--- src/rtl/pingpong_y_writer.sv ---
// Ping-pong y-coordinate writer.
// Accepted y samples are written into the bank the display reader is not
// using. A frame_done pulse from the reader swaps the banks and reports how
// many entries the handed-over bank holds.
module pingpong_y_writer #(
    parameter int DEPTH = 16,
    parameter int AW    = 4,
    parameter int DW    = 8
) (
    input  logic          clk,
    input  logic          resetn,
    input  logic          in_valid,
    input  logic [DW-1:0] in_y,
    output logic          in_ready,
    input  logic          frame_done,
    output logic          bank_sel,
    output logic          wr_en_a,
    output logic          wr_en_b,
    output logic [AW-1:0] wr_addr,
    output logic [DW-1:0] wr_data,
    output logic          swap,
    output logic [AW:0]   frame_len,
    output logic          underrun
);

    typedef enum logic {FILL, FULL} state_t;

    localparam logic [AW:0] DEPTH_C = (AW+1)'(DEPTH);

    state_t      state;
    logic [AW:0] cnt;
    logic        accept;
    logic [AW:0] cnt_next;

    // in_ready is registered, so a sample is only taken when the writer
    // announced room for it in the previous cycle.
    assign accept   = in_valid & in_ready;
    // Count including a sample accepted this cycle; this is also the length
    // reported when a swap happens in the same cycle.
    assign cnt_next = cnt + {{AW{1'b0}}, accept};

    // Registered write port: strobe the bank opposite to bank_sel as seen at accept.
    always_ff @(posedge clk or negedge resetn) begin
        if (!resetn) begin
            wr_en_a <= 1'b0;
            wr_en_b <= 1'b0;
            wr_addr <= '0;
            wr_data <= '0;
        end else begin
            wr_en_a <= accept &  bank_sel;
            wr_en_b <= accept & ~bank_sel;
            if (accept) begin
                wr_addr <= cnt[AW-1:0];
                wr_data <= in_y;
            end
        end
    end

    // Fill/full control with bank swapping; frame_done overrides everything.
    always_ff @(posedge clk or negedge resetn) begin
        if (!resetn) begin
            state     <= FILL;
            cnt       <= '0;
            bank_sel  <= 1'b0;
            in_ready  <= 1'b0;
            swap      <= 1'b0;
            frame_len <= '0;
            underrun  <= 1'b0;
        end else if (frame_done) begin
            // A sample accepted now already went to the old bank, so it is
            // counted in the handed-over length and not carried forward.
            state     <= FILL;
            cnt       <= '0;
            bank_sel  <= ~bank_sel;
            in_ready  <= 1'b1;
            swap      <= 1'b1;
            frame_len <= cnt_next;
            if (cnt_next < DEPTH_C) begin
                underrun <= 1'b1;
            end
        end else begin
            swap <= 1'b0;
            cnt  <= cnt_next;
            case (state)
                FILL: begin
                    if (accept && (cnt_next == DEPTH_C)) begin
                        state    <= FULL;
                        in_ready <= 1'b0;
                    end else begin
                        in_ready <= 1'b1;
                    end
                end
                FULL: begin
                    // Bank full: hold off the producer until the reader swaps.
                    in_ready <= 1'b0;
                end
                default: begin
                    state    <= FILL;
                    in_ready <= 1'b1;
                end
            endcase
        end
    end

endmodule

--- config.mk ---
export PLATFORM = sky130hd
export DESIGN_NAME = pingpong_y_writer
export DESIGN_NICKNAME = d
export VERILOG_FILES = /design/src/rtl/pingpong_y_writer.sv
export SDC_FILE = /design/constraint.sdc
export NUM_CORES = 1
export LEC_CHECK = 0
export BUFFER_PORTS_ARGS = -buffer_cell sky130_fd_sc_hd__buf_2
export CAP_MARGIN = 20
export CORE_MARGIN = 4
export CORE_UTILIZATION = 55
export CTS_BUF_LIST = sky130_fd_sc_hd__clkbuf_4 sky130_fd_sc_hd__clkbuf_8
export DETAILED_ROUTE_END_ITERATION = 8
export GPL_TIMING_DRIVEN = 0
export MAX_ROUTING_LAYER = met4
export PLACE_DENSITY = 0.86
export SYNTH_ARGS = -nofsm -noshare
export SYNTH_HDL_FRONTEND = slang
export SYNTH_SLANG_ARGS = --single-unit
--- constraint.sdc ---
create_clock -name clk -period 2.52 [get_ports clk]
set_input_delay 0.504 -clock clk [delete_from_list [all_inputs] [get_ports clk]]
set_output_delay 0.504 -clock clk [all_outputs]
set_load 0.05 [all_outputs]
==> flow_summary.ini <==
[cts]
hold_buffers = 0
cts_tree = yes
numCtsBuffers = 5
clock_sinks = 29
clock-root-buffer = clkbuf_4
htreeDepth = 2
clkSlewWorstSetupHoldPaths_ps = 90
clock_path_buffers = 2
cts_setup_buffers = 0
post_cts_resized = 0
insertion_delay_ps = 310

[finish]
fin_cells = 146
layout.nets = 133
final_core_util_pct = 75.6
synthToLayoutAreaGrowth_pct = 24.9
n_antenna_cell = 0
design_area_um2 = 1360
layout-drive-gt1-share_pct = 47.9

[critical_path]
cp_cell_sequence = nand3_2, inv_1, ha_1, xnor2_1, nor4b_1, a41oi_1
cp.required_ps = 2690
critPathCaptureType = flip-flop
critPathMaxFanout = 5
cp_data_arrival_time_ps = 1930
critical_path_class = reg -> reg
slowest_stage = dfrtp_1
crit_family = simple AND/OR/NAND/NOR gates
worst-path-buf-inv = 1
startpoint_type = flip-flop
cpPeakStageDelay_ps = 410

[global_routing]
track_usage_pct = 17.6
antenna_found_initial = 0
grt_pass1_vias = 741
grt_overflow = 0
grt.busiest_layer = met2
grt_pass1_wl_mm = 3.19
use_met1_pct = 18.0
grt_max_degree = 30
use_met3_pct = 5.98
global_route.usage.met2_pct = 28.5

[timing]
slew_headroom_pct = 59.7
hold_viol = 0
skew_ps = 5.85
period_share_pct = 70.1
layout_setup_ws_ps = 752
slew_viol_final = 0
finalSetupViolCount = 0
min_period_ps = 1770
worst_slew_pin_slew_ps = 605
rsz0062_at_grt = no
max_freq_ghz = 0.566
tns_ps = 0

[placed_design]
io_buffers = 34
place_congestion = 0.753
place_ws_ps = 517
dp_hpwl_mm = 1.52
placedCellCount = 138
post_dp_cell_area_um2 = 1290

[yosys]
synth_seq_cells = 29
post_synth_num_cell_types = 22
syn-instance-count = 79
syn-num-nets = 92
avgSynthCellArea_um2 = 13.8
ys_seq_area_share_pct = 66.5
ys_warn_count = 0
syn-cell-area_um2 = 1090

[die]
boundaryPins = 35
die_area_um2 = 2760
core_area_um2 = 1800
die_h_um = 52.5
rows = 15
chipWidth_um = 52.5
initial_utilization_pct = 60.6

[status]
status = completed

[worst_hold_path]
hold_class = in -> async

[detailed_routing]
viasPerCell = 5.05
wl_per_cell_um = 13.5
dr.pass1.iters = 4
drt_iter0_markers = 8
final_antenna_net_count = 0
drcViolationCount = 0
drt_wl_total_mm = 1.97
via_count = 737

[power_and_ir_drop]
power-per-cell-area_nw_per_um2 = 828
p_leak_uw = 0.000702
ir_drop_mv = 0.583

[flow_run]
max_cap_violations = 0
[cell type report]
cell class / instances / area, um^2
Sequential cell: 29 / 726
Fill cell: 123 / 439
Multi-Input combinational cell: 46 / 348
Timing Repair Buffer: 34 / 170
Clock buffer: 7 / 65.1
Tap cell: 25 / 31.3
Buffer: 3 / 13.8
Clock inverter: 1 / 5.00
Inverter: 1 / 3.75
[synth_stat cells, drive strengths merged]
| library cell | count | area, um^2 |
|---|---|---|
| dfrtp | 29 | 726 |
| mux2 | 12 | 135 |
| nor2 | 8 | 30.0 |
| a21oi | 4 | 20.0 |
| nand2 | 4 | 15.0 |
| buf | 3 | 13.8 |
| xor2 | 3 | 26.3 |
| nand3 | 2 | 15.0 |
| nor2b | 2 | 12.5 |
| xnor2 | 2 | 17.5 |
| a21o | 1 | 7.51 |
| a31oi | 1 | 6.26 |
| a41o | 1 | 10.0 |
| a41oi | 1 | 8.76 |
| and3 | 1 | 6.26 |
| ha | 1 | 12.5 |
| inv | 1 | 3.75 |
| nor4b | 1 | 8.76 |
| o21ai | 1 | 5.00 |
| or3 | 1 | 11.3 |
[metrics by stage]
stage / power [uW] / hold slack [ps]
after floorplan: 752 / 208
after global placement: 821 / 437
after detailed placement: 831 / 440
after CTS: 1140 / 196
after global routing: 1180 / 225
final: 1130 / 189
[power by group]
group | switching, uW | internal (uW)
registers | 27.9 | 511
clock network | 147 | 161
logic | 213 | 67.6
[cells in the final DEF (no fill, tap or decap)]
cell type / synthesis / routed
xnor2_1: 2 / 2
nand3_1: 1 / 1
a41o_1: 1 / 1
inv_1: 1 / 1
ha_1: 1 / 1
xor2_1: 3 / 3
clkbuf_8: 0 / 2
dfrtp_1: 29 / 29
a31oi_1: 1 / 1
nor2_1: 8 / 8
buf_2: 2 / 36
nand2_1: 4 / 4
mux2_2: 12 / 12
and3_1: 1 / 1
o21ai_0: 1 / 1
a41oi_1: 1 / 1
nand3_2: 1 / 1
clkbuf_4: 0 / 5
clkinv_2: 0 / 1
buf_1: 1 / 1
nor2b_1: 2 / 2
nor4b_1: 1 / 1
a21o_1: 1 / 1
or3_4: 1 / 1
a21oi_1: 4 / 4
[per-layer routing]
layer	up-vias	wire length (um)
li1	356	-
met5	-	0
met4	0	53
met2	29	1030
met1	347	739
met3	5	153
[flip-flops by register name, summed over array words and instances (netlist names)]
register   flops
wr_data        8
bank_sel       1
swap           1
wr_en_b        1
wr_en_a        1
wr_addr        4
in_ready       1
underrun       1
state          1
frame_len      5
cnt            5
[cell families (layout without fill, tap and decap cells)]
logic type / count (synthesis) / count (layout) / synth area share [%]
mux: 12 / 12 / 12.4
buf+inv: 4 / 46 / 1.60
simple gates: 19 / 19 / 9.06
compound gates: 9 / 9 / 5.28
fa+ha+maj: 1 / 1 / 1.15
xor+xnor: 5 / 5 / 4.01
flops: 29 / 29 / 66.5
[final timing paths]
path,slack (ps),start,depth (start not counted),endpoint
worst min-delay path,190,resetn,1,wr_addr[2]
worst max register to register,750,cnt[0],6,in_ready
worst max-delay path,750,cnt[0],6,in_ready
max in group asynchronous,1930,resetn,1,wr_data[4]
worst min register to register,460,underrun,1,underrun
min in group clk,300,frame_done,1,swap
Power figures use the tool's default switching activity.
